`config.mk`:
```
export PLATFORM = sky130hd
export DESIGN_NAME = mac_unit_pragmatic_gen
export DESIGN_NICKNAME = d
export VERILOG_FILES = /design/src/rtl/mac_unit_pragmatic_gen.sv
export SDC_FILE = /design/constraint.sdc
export NUM_CORES = 1
export LEC_CHECK = 0
export CAP_MARGIN = 30
export CORE_ASPECT_RATIO = 1.2
export CORE_UTILIZATION = 35
export CTS_CLUSTER_SIZE = 16
export DETAILED_ROUTE_END_ITERATION = 10
export PLACE_DENSITY = 0.66
export RECOVER_POWER = 100
export SLEW_MARGIN = 30
export SYNTH_ARGS = -nofsm -noshare
export SYNTH_HDL_FRONTEND = slang
export SYNTH_SLANG_ARGS = --single-unit
```
`constraint.sdc`:
```
create_clock -name clk -period 12.3 [get_ports clk]
set_input_delay 3.69 -clock clk [delete_from_list [all_inputs] [get_ports clk]]
set_output_delay 3.69 -clock clk [all_outputs]
set_load 0.05 [all_outputs]
```
`src/rtl/mac_unit_pragmatic_gen.sv`:
```
// -----------------------------------------------------------------------------
// mac_unit_pragmatic_gen
//
// Vector multiply-accumulate unit for shift-based (power-of-two) weights.
// Each beat carries VEC_LENGTH signed activations. Every lane is optionally
// negated, left-shifted by its own small shift, and gated by its enable. The
// lanes are summed in a full-width adder tree, and the lane sum is shifted by
// a shared second shift. The resulting beat term is accumulated over a dot
// product that is delimited by start/last.
//
// Pipeline: S1 registers the beat term with its tags, and S2 updates the
// accumulator. Once the final beat has left S2, the result (the accumulator
// top bits, or a max against result_prev for pooling) is registered and then
// held until the consumer accepts it.
//
// Ports
//   clk, reset         clock; synchronous active-high reset
//   in_valid/in_ready  beat handshake (in_ready low while draining/holding)
//   start, last        first / final beat of a dot product
//   load_prev          with start: seed accumulator from result_prev
//   is_pooling         with last: output max(acc top bits, result_prev)
//   act_in             packed signed activations, lane j at [j*DATA_WIDTH +:]
//   shift_1st_sel/_en  per-lane left shift and lane enable
//   is_neg             per-lane negate
//   shift_2nd_sel/_en  shared left shift of the lane sum; enable gates the beat
//   result_prev        signed seed / pooling operand
//   out_valid/out_ready result handshake
//   result             registered signed result
// -----------------------------------------------------------------------------
module mac_unit_pragmatic_gen #(
    parameter int DATA_WIDTH   = 8,
    parameter int VEC_LENGTH   = 16,
    parameter int SHIFT1_BITS  = 2,
    parameter int SHIFT2_BITS  = 3,
    parameter int ACC_WIDTH    = 24,
    parameter int RESULT_WIDTH = 16,
    parameter int SATURATE     = 1
) (
    input  logic                              clk,
    input  logic                              reset,
    input  logic                              in_valid,
    output logic                              in_ready,
    input  logic                              start,
    input  logic                              last,
    input  logic                              load_prev,
    input  logic                              is_pooling,
    input  logic [VEC_LENGTH*DATA_WIDTH-1:0]  act_in,
    input  logic [VEC_LENGTH*SHIFT1_BITS-1:0] shift_1st_sel,
    input  logic [VEC_LENGTH-1:0]             shift_1st_en,
    input  logic [VEC_LENGTH-1:0]             is_neg,
    input  logic [SHIFT2_BITS-1:0]            shift_2nd_sel,
    input  logic                              shift_2nd_en,
    input  logic [RESULT_WIDTH-1:0]           result_prev,
    output logic                              out_valid,
    input  logic                              out_ready,
    output logic [RESULT_WIDTH-1:0]           result
);

    // ---------------------------------------------------------------------
    // Derived widths
    // ---------------------------------------------------------------------
    localparam int MAX_SHIFT1 = (1 << SHIFT1_BITS) - 1;
    localparam int MAX_SHIFT2 = (1 << SHIFT2_BITS) - 1;
    localparam int LOG2V      = $clog2(VEC_LENGTH);
    // Lane: sign-extended activation (+1 bit for exact negation) plus shift.
    localparam int LANE_W     = DATA_WIDTH + 1 + MAX_SHIFT1;
    // Tree: every level adds one bit of growth.
    localparam int TREE_W     = LANE_W + LOG2V;
    // Beat term: tree result after the shared shift, untruncated.
    localparam int TERM_W     = TREE_W + MAX_SHIFT2;
    // S2 adder: one guard bit beyond the wider of accumulator and term.
    localparam int SUM_W      = ((TERM_W > ACC_WIDTH) ? TERM_W : ACC_WIDTH) + 1;
    localparam int SEED_SHIFT = ACC_WIDTH - RESULT_WIDTH;
    localparam int NODES      = 2 * VEC_LENGTH - 1;

    localparam logic [ACC_WIDTH-1:0] ACC_MAX = {1'b0, {(ACC_WIDTH-1){1'b1}}};
    localparam logic [ACC_WIDTH-1:0] ACC_MIN = {1'b1, {(ACC_WIDTH-1){1'b0}}};

    // ---------------------------------------------------------------------
    // FSM
    // ---------------------------------------------------------------------
    typedef enum logic [1:0] {
        IDLE,
        ACCUM,
        DRAIN,
        HOLD
    } state_t;

    state_t state_q, state_d;

    logic accept;

    // S1 stage
    logic                     s1_valid_q, s1_valid_d;
    logic signed [TERM_W-1:0] s1_term_q;
    logic                     s1_start_q;
    logic                     s1_last_q;
    logic                     s1_load_q;
    logic                     s1_pool_q;
    logic [RESULT_WIDTH-1:0]  s1_prev_q;

    // S2 stage
    logic signed [ACC_WIDTH-1:0] acc_q, acc_d;
    logic                        s2_done_q;
    logic                        s2_pool_q;
    logic [RESULT_WIDTH-1:0]     s2_prev_q;

    // Output register
    logic [RESULT_WIDTH-1:0] result_q, result_d;

    assign accept = in_valid && in_ready;

    // ---------------------------------------------------------------------
    // Lane terms and adder tree
    //
    // The tree is stored heap-style: leaves occupy node[VEC_LENGTH-1 ..],
    // and node k sums its children 2k+1 and 2k+2, so node[0] is the full sum
    // after log2(VEC_LENGTH) levels. Every node uses the final tree width,
    // which means no partial sum can overflow.
    // ---------------------------------------------------------------------
    logic signed [TREE_W-1:0] node [NODES];
    logic signed [TERM_W-1:0] beat_term;

    always_comb begin : lane_tree_c
        logic signed [DATA_WIDTH:0] ext;
        logic signed [TREE_W-1:0]   wide;
        ext  = '0;
        wide = '0;
        for (int unsigned i = 0; i < NODES; i++) begin
            node[i] = '0;
        end
        for (int unsigned j = 0; j < VEC_LENGTH; j++) begin
            // Extend before negating so that the most negative code negates exactly.
            ext  = {act_in[j*DATA_WIDTH + DATA_WIDTH - 1], act_in[j*DATA_WIDTH +: DATA_WIDTH]};
            if (is_neg[j]) begin
                ext = -ext;
            end
            wide = TREE_W'(ext);
            if (shift_1st_en[j]) begin
                node[VEC_LENGTH - 1 + j] = wide <<< shift_1st_sel[j*SHIFT1_BITS +: SHIFT1_BITS];
            end
        end
        for (int unsigned i = 0; i < VEC_LENGTH - 1; i++) begin
            node[VEC_LENGTH - 2 - i] = node[2*(VEC_LENGTH - 2 - i) + 1]
                                     + node[2*(VEC_LENGTH - 2 - i) + 2];
        end
    end

    always_comb begin : beat_term_c
        beat_term = '0;
        if (shift_2nd_en) begin
            beat_term = TERM_W'(node[0]) <<< shift_2nd_sel;
        end
    end

    // Beats are discarded in IDLE unless they open a product.
    always_comb begin : s1_valid_c
        s1_valid_d = accept && (start || (state_q == ACCUM));
    end

    // ---------------------------------------------------------------------
    // S2 accumulate with saturation or wrap
    // ---------------------------------------------------------------------
    always_comb begin : s2_acc_c
        logic signed [ACC_WIDTH-1:0]     seed;
        logic signed [SUM_W-1:0]         base;
        logic signed [SUM_W-1:0]         sum;
        logic [SUM_W-ACC_WIDTH:0]        hi;
        logic                            ovf;
        seed = ACC_WIDTH'(signed'(s1_prev_q)) <<< SEED_SHIFT;
        if (s1_start_q) begin
            base = s1_load_q ? SUM_W'(seed) : '0;
        end else begin
            base = SUM_W'(acc_q);
        end
        sum = base + SUM_W'(s1_term_q);
        // In range only when every bit from the ACC sign bit upward agrees.
        hi  = sum[SUM_W-1:ACC_WIDTH-1];
        ovf = !((&hi) || !(|hi));

        acc_d = acc_q;
        if (s1_valid_q) begin
            if ((SATURATE != 0) && ovf) begin
                acc_d = sum[SUM_W-1] ? ACC_MIN : ACC_MAX;
            end else begin
                acc_d = sum[ACC_WIDTH-1:0];
            end
        end
    end

    // ---------------------------------------------------------------------
    // Result selection (taken once the final beat has updated acc_q)
    // ---------------------------------------------------------------------
    always_comb begin : result_c
        logic signed [RESULT_WIDTH-1:0] acc_top;
        acc_top  = acc_q[ACC_WIDTH-1 -: RESULT_WIDTH];
        result_d = result_q;
        if ((state_q == DRAIN) && s2_done_q) begin
            if (s2_pool_q && (signed'(s2_prev_q) > acc_top)) begin
                result_d = s2_prev_q;
            end else begin
                result_d = acc_top;
            end
        end
    end

    // ---------------------------------------------------------------------
    // FSM: state register
    // ---------------------------------------------------------------------
    always_ff @(posedge clk) begin
        if (reset) begin
            state_q <= IDLE;
        end else begin
            state_q <= state_d;
        end
    end

    // ---------------------------------------------------------------------
    // FSM: next state
    // ---------------------------------------------------------------------
    always_comb begin : fsm_next_c
        state_d = state_q;
        unique case (state_q)
            IDLE: begin
                if (accept && start) begin
                    state_d = last ? DRAIN : ACCUM;
                end
            end
            ACCUM: begin
                if (accept && last) begin
                    state_d = DRAIN;
                end
            end
            DRAIN: begin
                if (s2_done_q) begin
                    state_d = HOLD;
                end
            end
            HOLD: begin
                if (out_ready) begin
                    state_d = IDLE;
                end
            end
            default: state_d = IDLE;
        endcase
    end

    // ---------------------------------------------------------------------
    // FSM: outputs
    // ---------------------------------------------------------------------
    always_comb begin : fsm_out_c
        in_ready  = (state_q == IDLE) || (state_q == ACCUM);
        out_valid = (state_q == HOLD);
    end

    // ---------------------------------------------------------------------
    // Datapath registers
    // ---------------------------------------------------------------------
    always_ff @(posedge clk) begin
        if (reset) begin
            s1_valid_q <= 1'b0;
            s1_term_q  <= '0;
            s1_start_q <= 1'b0;
            s1_last_q  <= 1'b0;
            s1_load_q  <= 1'b0;
            s1_pool_q  <= 1'b0;
            s1_prev_q  <= '0;
            acc_q      <= '0;
            s2_done_q  <= 1'b0;
            s2_pool_q  <= 1'b0;
            s2_prev_q  <= '0;
            result_q   <= '0;
        end else begin
            s1_valid_q <= s1_valid_d;
            if (accept) begin
                s1_term_q  <= beat_term;
                s1_start_q <= start;
                s1_last_q  <= last;
                s1_load_q  <= load_prev;
                s1_pool_q  <= is_pooling;
                s1_prev_q  <= result_prev;
            end
            acc_q     <= acc_d;
            s2_done_q <= s1_valid_q && s1_last_q;
            if (s1_valid_q && s1_last_q) begin
                s2_pool_q <= s1_pool_q;
                s2_prev_q <= s1_prev_q;
            end
            result_q <= result_d;
        end
    end

    assign result = result_q;

endmodule

```
# After elaboration in Yosys (flattened, before gate mapping)
# Cells that the tools add are included.
[op_classes]
add_sub_neg = 32
n_lt_le_gt_ge = 1
n_eq_ne = 7
shifts = 17
n_mux = 44
n_reduce_logical = 15
[op_table]
columns = ["cell", "n"]
rows = [
  ["$mux W16", 17],
  ["$sshl A9 B2 Y16", 16],
  ["$add A16 B16 Y16", 15],
  ["$mux W9", 16],
  ["$neg A8 Y9", 16],
  ["$mux W25", 2],
  ["$mux W24", 2],
  ["$add A25 B23 Y25", 1],
  ["$mux W23", 1],
  ["$sshl A16 B3 Y23", 1],
  ["$gt A16 B16 Y1", 1],
  ["$mux W2", 5],
  ["$pmux W2 S4", 1],
  ["$logic_and A1 B1 Y1", 7],
  ["$ne A2 B2 Y1 const B", 3],
  ["$eq A2 B2 Y1 const B", 2],
  ["$reduce_and A4 Y1", 1],
  ["$logic_or A1 B1 Y1", 3],
  ["$eq A2 B1 Y1 const B", 1],
  ["$logic_not A2 Y1", 1],
  ["$ne A2 B1 Y1 const B", 1],
  ["$reduce_and A2 Y1", 1],
  ["$reduce_or A2 Y1", 1],
  ["$logic_not A1 Y1", 1],
]
[totals]
regBits = 104
inputBits = 220
out_inout_bits = 18
elab_cells = 129

# Longest topological paths before layout
# Gate-level depths: netlist (run 1).
[logic_depth]
word_depth = 10
ltp_mapped = 31
ltp_nobuf = 30

# Worst setup path after synthesis (run 1)
# No wires, ideal clock.
[synth_path]
path_kind = "input port to flip-flop"
from = "in act_in[48]"
to = "reg s1_term_q[19]"
setup_ps = 117
t_arrival_ps = 10413
required_ps = 12183
setup_slack_ps = 1770
cell_stages = 29
path_buffers = 0
path_cell_list = "inv_1 ha_1 nand2b_1 o21ai_0 mux2_2 o22ai_1 a31o_2 mux2_2 and2_1 fa_1 inv_1 fa_1 inv_1 fa_1 fa_1 fa_1 inv_1 fa_1 inv_1 ha_1 o21a_1 o21a_1 a21oi_1 o311ai_1 xnor2_1 nor2b_1 nor2_1 o22a_1 a32o_1"
[synth_between]
elab_chain_len = 10
[synth_lines]
columns = ["element", "line", "source"]
rows = [
  ["start: declaration", "47", "input logic [VEC_LENGTH*DATA_WIDTH-1:0] act_in,"],
  ["$neg A8 Y9", "136", "ext = -ext;"],
  ["$mux W9 (*)", "135", "if (is_neg[j]) begin"],
  ["$sshl A9 B2 Y16 (*)", "140", "node[VEC_LENGTH - 1 + j] = wide <<< shift_1st_sel[j*SHIFT1_BITS +: SHIFT1_BITS];"],
  ["$mux W16 (*)", "139", "if (shift_1st_en[j]) begin"],
  ["$add A16 B16 Y16 (*) (4 in a row)", "145", "+ node[2*(VEC_LENGTH - 2 - i) + 2];"],
  ["$sshl A16 B3 Y23 (*)", "152", "beat_term = TERM_W'(node[0]) <<< shift_2nd_sel;"],
  ["$mux W23 (*)", "151", "if (shift_2nd_en) begin"],
  ["end signal: assignment", "276", "s1_term_q <= beat_term;"],
  ["end: declaration", "95", "logic signed [TERM_W-1:0] s1_term_q;"],
]
# Every way passes the cells marked *; elsewhere a longest branch is shown, timed or not.
# A chain may end at the register's enable or synchronous reset.

# Worst setup path after layout (run 1)
[layout_path]
from = "in shift_1st_sel[26]"
to = "reg s1_term_q[19]"
[layout_between]
elab_chain_len = 8
[layout_lines]
columns = ["element", "line", "source"]
rows = [
  ["start: declaration", "48", "input logic [VEC_LENGTH*SHIFT1_BITS-1:0] shift_1st_sel,"],
  ["$sshl A9 B2 Y16", "140", ""],
  ["$mux W16", "139", ""],
  ["$add A16 B16 Y16 (4 in a row)", "145", ""],
  ["$sshl A16 B3 Y23", "152", ""],
  ["$mux W23", "151", ""],
]
# No other way between the ends.

==> impl_metrics.ini, run 1 <==
[synth]
yosysMostFrequentCell = nand2_1
seq_area_frac_synth = 0.112
yosys.area.top_type = fa_1
syn-cell-area_mm2 = 0.0187
yosysTopAreaCellShare = 0.190
synth_seq_cells = 104
synth_area_leaders = fa_1 (19%), dfxtp_1 (11%), nand2_1 (7.3%), mux2i_1 (5.9%), ha_1 (5.4%)
synthTopCellsByCount = nand2_1 (363), inv_1 (246), fa_1 (177), o21ai_0 (168), nor2_1 (167)
synth_edf_count = 0
synthCells = 2442
synthDistinctLibCells = 80
synth_nets = 2920
yosys_warnings = 0
avgSynthCellArea_um2 = 7.64
async_reset_ff_frac = 0
synth_top_flop_cell = dfxtp_1

[worst_setup_path]
cp_max_fo = 28
crit_arrival_ps = 11670
worst-r2r-setup-slack_ps = 7200
r2r-end = acc_q[19]
reg2regPathDepth = 12
crit_top_cell = fa_1
rr_startpoint = s1_start_q
crit_type = in2reg
cp.required_ps = 12560
crit_family = adder cells
critPathBufInv = 3
slowest_delay_ps = 1130
cp-start-kind = input port
slowest_stage = dlygate4sd3_1
end_kind = flip-flop

[routing]
initialDrtViolationCount = 827
drcViolationCount = 0
wirelength_um = 53700
ant_nets = 0
vias = 17000
avgRoutedWirePerCell_um = 16.5
dr.pass1.iters = 6
viasPerCell = 5.21

[min_path]
holdCritStartpoint = s1_term_q[12]
hold_path_depth = 2
worstHoldPathType = reg2reg
worstHoldEndpoint = s1_term_q[12]

[timing]
hold_viol = 0
skew_ps = 9.47
fmax_mhz = 87.6
relSlewSlack = -1.63
worst_slew_pin_slew_ps = 3940
min_period_over_period = 0.928
setup_tns_ps = 0
layout_min_cycle_time_ps = 11420
setup_viol = 0
grt_setup_unrepaired = no
slew_violations = 84

[cts]
htree_levels = 3
post_cts_buffers = 0
cts_buffers = 9
path_clk_slew_ps = 70
clock_sink_count = 104
cts-root-buf = clkbuf_16
clk_latency_ps = 360
ctsHoldBuffers = 0
cts_tree = done
cts_max_path_buffers = 2
ctsResizeCount = 0

[die]
rows = 92
ioPinCount = 238
fp.dieW_um = 213
fp.dieArea_mm2 = 0.0543
die_y_um = 255
initial_core_util = 0.355
core_area_mm2 = 0.0526

[run_status]
outcome = complete, but fails checks
violations = max-capacitance violations, max-slew violations

[grt]
grt_pass1_vias = 17000
grt_pass1_wl_um = 86700
overflow = 0
met3_usage = 0.0169
track_usage = 0.199
antenna_found_initial = 6
use_met2 = 0.376
grt_max_degree = 84
top_usage_layer = met2
grt_use_met1 = 0.236

[place]
hpwl_um = 46000
dp_cells = 3243
portBuffers = 237
gp_congestion = 0.912

[layout]
fin_nets = 3027
final_layout_size_suffix_gt1_frac = 0.0454
stdcell_count = 3262
syn_to_final_growth_pct = 16.0

[job]
drv_cap = 1
-- cell type report --
class / count / area, µm²
clock buffers: 11 / 233
well taps: 705 / 882
clock inverters: 4 / 30.0
fillers: 5432 / 31000
flip-flops and latches: 104 / 2080
multi-input cells: 1941 / 15100
diodes: 4 / 10.0
repair buffers: 246 / 2420
inverters: 247 / 927
-- cell usage in the layout, fill, tap and decap left out, types with 33 or more instances in the layout --
cell and count:
o21ai_0 181, mux2i_1 110, nor2_1 167, fa_1 177, nand3_1 40, ha_1 81
nand2_1 363, inv_1 246, a211oi_1 33, a21oi_1 150, xnor2_1 63, dfxtp_1 104
nand2b_1 48, clkdlybuf4s50_1 216, xor2_1 53, o211ai_1 41, nor2b_1 51, mux2_2 52
-- worst register-to-register path, stage by stage (launching register included) --
cell and delay [ps]:
dfxtp_1 540, clkbuf_1 930, o21ai_0 300, ha_1 440, a21oi_1 240, o21ai_0 180
or4_4 470, o21ai_4 200, nor2_1 90, a311oi_2 280, clkbuf_1 730, o21ai_0 280
a311oi_2 300
-- through the flow --
stage | setup WS, ps | utilization | instance area, µm² | hold slack (ps)
floorplan | 1770 | - | 18700 | 422
global placement | 743 | 0.407 | 21400 | 443
detailed placement | 630 | 0.407 | 21400 | 450
CTS | 961 | 0.412 | 21700 | 461
global route | 195 | 0.411 | 21600 | 491
finish | 881 | 0.411 | 21600 | 455
-- registers in the layout, indices dropped and copies added (netlist names), 2 cells and up --
signal and flops:
s2_prev_q 16, state_q 2, acc_q 24, s1_term_q 23
result 16, s1_prev_q 16
-- cell families after synthesis --
kind of cell	after synthesis	synth area share
simple gates	790	0.194
compound gates	603	0.212
buf+inv	397	0.0807
fa+ha+maj	260	0.245
mux	172	0.102
xor+xnor	116	0.0544
flops	104	0.112
-- layer usage --
| layer | routed length [µm] | vias up |
|---|---|---|
| met2 | 27800 | 332 |
| met3 | 1790 | 78 |
| met5 | 51 | - |
| met4 | 1540 | 8 |
| met1 | 22500 | 8028 |
| li1 | - | 8543 |
-- worst max-delay path by stage --
| stage | endpoint | cells after the start | slack [ps] | startpoint |
|---|---|---|---|---|
| after CTS | s1_term_q[19] | 26 | 960 | act_in[106] |
| after global placement | s1_term_q[19] | 26 | 740 | act_in[106] |
| after global routing | s1_term_q[19] | 26 | 190 | shift_1st_sel[26] |
| final | s1_term_q[19] | 26 | 880 | shift_1st_sel[26] |
| after detailed placement | s1_term_q[19] | 26 | 630 | act_in[106] |
| after floorplan | s1_term_q[19] | 29 | 1770 | act_in[48] |
Power of run 1 is not shown: default switching activity piles up to over one toggle a cycle in this logic, so the estimate is an artifact.
==> run 2, diff against run 1 <==
- SLEW_MARGIN: 30 -> not set
==> impl_metrics.ini, run 2 (same netlist as run 1, synthesis figures left out) <==
[timing]
relSlewSlack = -1.60
min_period_over_period = 0.932
slew_violations = 84
setup_tns_ps = 0
setup_viol = 0
layout_min_cycle_time_ps = 11460
hold_viol = 0
fmax_mhz = 87.3
worst_slew_pin_slew_ps = 3910
setup_ws_ps = 842
grt_setup_unrepaired = no
hold_slack_ps = 458
skew_ps = 8.89

[routing]
dr_wl_met2_um = 28000
highest_layer = met5
viasPerCell = 5.21
initialDrtViolationCount = 1048
routed-wl-met3_um = 1720
dr.pass1.iters = 5
wl_met1_um = 22600
avgRoutedWirePerCell_um = 16.4
drcViolationCount = 0
vias = 17000
ant_nets = 0
wirelength_um = 53600

[die]
rows = 92
ioPinCount = 238
initial_core_util = 0.355
core_area_mm2 = 0.0526
fp.dieArea_mm2 = 0.0543
fp.dieW_um = 213
die_y_um = 255

[grt]
grt_pass1_vias = 17100
grt_max_degree = 84
grt_pass1_wl_um = 87000
overflow = 0
antenna_found_initial = 5
track_usage = 0.200

[worst_setup_path]
endpoint = s1_term_q[19]
worst-r2r-setup-slack_ps = 7210
cp.depth = 26
crit_family = adder cells
crit_top_cell = fa_1
cp.required_ps = 12560
slowest_delay_ps = 1160
reg2regPathDepth = 12
end_kind = flip-flop
r2r-end = acc_q[5]
rr_startpoint = s1_start_q
slowest_stage = dlygate4sd3_1
critPathBufInv = 3
crit_arrival_ps = 11710
cp-start-kind = input port
crit_path_start = shift_1st_sel[26]
cp_max_fo = 28
crit_type = in2reg

[cts]
cts_buffers = 9
cts_tree = done
cts-root-buf = clkbuf_16
htree_levels = 3
post_cts_buffers = 0
cts_max_path_buffers = 2
ctsHoldBuffers = 0
ctsResizeCount = 0
clock_sink_count = 104
clk_latency_ps = 360
path_clk_slew_ps = 70

[layout]
largest_reg_flops = 24
reg.largest.list = acc_q: 24 flops, s1_term_q: 23 flops
multi_input_area_mm2 = 0.0150
final_common_cell = nand2_1
top_register = acc_q
final_cell_mix = nand2_1 (363), inv_1 (246), clkdlybuf4s50_1 (217), o21ai_0 (178), fa_1 (177)
fin_nets = 3030
regArea_mm2 = 0.00208
syn_to_final_growth_pct = 16.5
final_layout_size_suffix_gt1_frac = 0.0465
nFillCells = 5388

[place]
place_ws_ps = 643
portBuffers = 237
gp_congestion = 0.912
hpwl_um = 46000

[job]
drv_cap = 1

[min_path]
holdCritStartpoint = s1_term_q[12]
worstHoldPathType = reg2reg

[run_status]
outcome = complete, but fails checks
violations = max-capacitance violations, max-slew violations
[run 2: cell count changes in the layout (fill, tap and decap cells not counted), sizes merged]
cell / previous run / this run
buf: 7 / 9
diode: 4 / 2
bufinv: 0 / 1
clkdlybuf4s50: 216 / 217
clkinv: 2 / 3
clkinvlp: 1 / 0
[run 2: worst min path at each step]
stage | endpoint | slack [ps] | cells past startpoint
4_1_cts | s1_term_q[12] | 460 | 2
6_report | s1_term_q[12] | 460 | 2
3_3_place_gp | s1_term_q[12] | 440 | 2
2_1_floorplan | s1_term_q[10] | 420 | 2
5_1_grt | s1_term_q[16] | 500 | 1
3_5_place_dp | s1_term_q[12] | 450 | 2
[run 2: through the flow]
| step | instances | utilization | area [µm²] |
|---|---|---|---|
| floorplan | 2442 | - | 18700 |
| global placement | 3243 | 0.407 | 21400 |
| detailed placement | 3246 | 0.408 | 21500 |
| CTS | 3262 | 0.414 | 21800 |
| global route | 3263 | 0.413 | 21700 |
| finish | 3264 | 0.413 | 21700 |
[run 2: routing by layer]
metal / vias up / GRT usage
li1: 8543 / -
met3: 71 / 0.0247
met4: 8 / 0.0510
met5: - / 0
met2: 321 / 0.380
met1: 8061 / 0.234
[run 2: cell type report]
class,count,share of cell area
timing repair buffer,249,0.115
antenna,2,0.000230
clock inverter,5,0.00282
sequential,104,0.0958
multi-input combinational,1941,0.692
inverter,247,0.0426
clock buffer,11,0.0112
tap,705,0.0406
[run 2: worst min-delay path, stage by stage, from the launching register on]
cell and delay, ps:
dfxtp_1 320, nand2_1 60, nand2_1 40
Power of run 2 is left out for the same reason.
==> run 3, diff against run 2 <==
- CORE_MARGIN: not set -> 4
==> impl_metrics.ini, run 3 (same netlist as run 1, synthesis figures left out) <==
[timing]
hold_viol = 0
slew_violations = 85
worst_slew_pin_slew_ps = 4010
skew_ps = 9.55
fmax_mhz = 87.4
relSlewSlack = -1.67
setup_ws_ps = 860
setup_tns_ps = 0
grt_setup_unrepaired = no
min_period_over_period = 0.930
setup_viol = 0
layout_min_cycle_time_ps = 11440

[routing]
drcViolationCount = 0
ant_nets = 0
dr.pass1.iters = 6
viasPerCell = 5.21
wirelength_um = 54400
vias = 17000
initialDrtViolationCount = 900
avgRoutedWirePerCell_um = 16.7

[die]
ioPinCount = 238
initial_core_util = 0.355
rows = 92
core_area_mm2 = 0.0526
fp.dieW_um = 219
die_y_um = 261
fp.dieArea_mm2 = 0.0571

[grt]
grt_max_degree = 85
overflow = 0
track_usage = 0.187
grt_pass1_vias = 17400
antenna_found_initial = 5
grt_pass1_wl_um = 87900

[place]
hpwl_um = 46700
portBuffers = 237
place_ws_ps = 603
gp_congestion = 0.891
dp_cells = 3246

[cts]
cts_tree = done
htree_levels = 3
post_cts_buffers = 0
path_clk_slew_ps = 80
cts_max_path_buffers = 2
clk_latency_ps = 360
ctsHoldBuffers = 0
ctsResizeCount = 0
cts_buffers = 9
clock_sink_count = 104
cts-root-buf = clkbuf_16

[layout]
stdcell_count = 3265
top_register = acc_q
syn_to_final_growth_pct = 16.6
final_common_cell = nand2_1
largest_reg_flops = 24
nFillCells = 5373
reg.largest.list = acc_q: 24 flops, s1_term_q: 23 flops
final_cell_mix = nand2_1 (363), inv_1 (246), clkdlybuf4s50_1 (217), fa_1 (177), o21ai_0 (170)
regArea_mm2 = 0.00208
fin_nets = 3031
final_layout_size_suffix_gt1_frac = 0.0461
multi_input_area_mm2 = 0.0150

[run_status]
outcome = complete, but fails checks
violations = max-capacitance violations, max-slew violations

[worst_setup_path]
end_kind = flip-flop
cp_max_fo = 28
cp.required_ps = 12550
crit_path_start = shift_1st_sel[26]
endpoint = s1_term_q[19]
r2r-end = acc_q[2]
crit_type = in2reg
rr_startpoint = s1_load_q
crit_arrival_ps = 11690
reg2regPathDepth = 12
worst-r2r-setup-slack_ps = 7610
cp-start-kind = input port

[job]
drv_cap = 1

[min_path]
worstHoldPathType = reg2reg
==> run 3: changes by cell type in the layout (fill, tap and decap cells not counted), moves of 2 or more <==
cell      delta
a311oi_2     -4
a311oi_1     +4
clkbuf_1     -2
o21ai_1      +9
o21ai_0      -8
==> run 3: area by class of cell <==
cell class | instances | share of cell area
Antenna cell | 2 | 0.000230
Clock buffer | 9 | 0.0104
Clock inverter | 7 | 0.00512
Inverter | 247 | 0.0426
Multi-Input combinational cell | 1941 | 0.690
Sequential cell | 104 | 0.0957
Tap cell | 705 | 0.0405
Timing Repair Buffer | 250 | 0.115
==> run 3: how the worst min path moves through the flow <==
stage / startpoint / slack, ps / depth (start not counted) / to
2_1_floorplan: s1_term_q[10] / 420 / 2 / s1_term_q[10]
3_3_place_gp: s1_pool_q / 440 / 2 / s2_pool_q
3_5_place_dp: s1_term_q[12] / 440 / 2 / s1_term_q[12]
4_1_cts: s1_term_q[12] / 460 / 2 / s1_term_q[12]
5_1_grt: s1_term_q[12] / 470 / 2 / s1_term_q[12]
6_report: s1_pool_q / 450 / 2 / s2_pool_q
==> run 3: per-stage QoR <==
stage,hold WS [ps],area [µm²],utilization
2_1_floorplan,422,18700,-
3_3_place_gp,445,21400,0.407
3_5_place_dp,444,21500,0.408
4_1_cts,457,21800,0.415
5_1_grt,473,21700,0.413
6_report,450,21800,0.414
==> run 3: worst max-delay path: stages <==
cell	delay [ps]
dlygate4sd3_1	1120
mux2i_1	270
nor2_1	60
a31oi_1	260
nor2_1	70
o211a_1	240
fa_1	500
fa_1	560
fa_1	590
fa_1	560
inv_1	60
fa_1	520
inv_1	50
fa_1	520
ha_1	340
a211oi_1	320
o21ai_0	190
a21oi_1	290
o311ai_0	190
xnor2_1	530
nor2b_1	250
nor2_1	60
o22a_1	170
a32o_1	250
==> run 3: routing by layer <==
metal / GRT usage / wire length (µm) / vias to the layer above
met5: 0 / 69 / -
met4: 0.0527 / 1580 / 10
met3: 0.0247 / 1950 / 88
met2: 0.353 / 28200 / 299
met1: 0.222 / 22700 / 8046
li1: - / - / 8553
Power of run 3 is left out for the same reason.
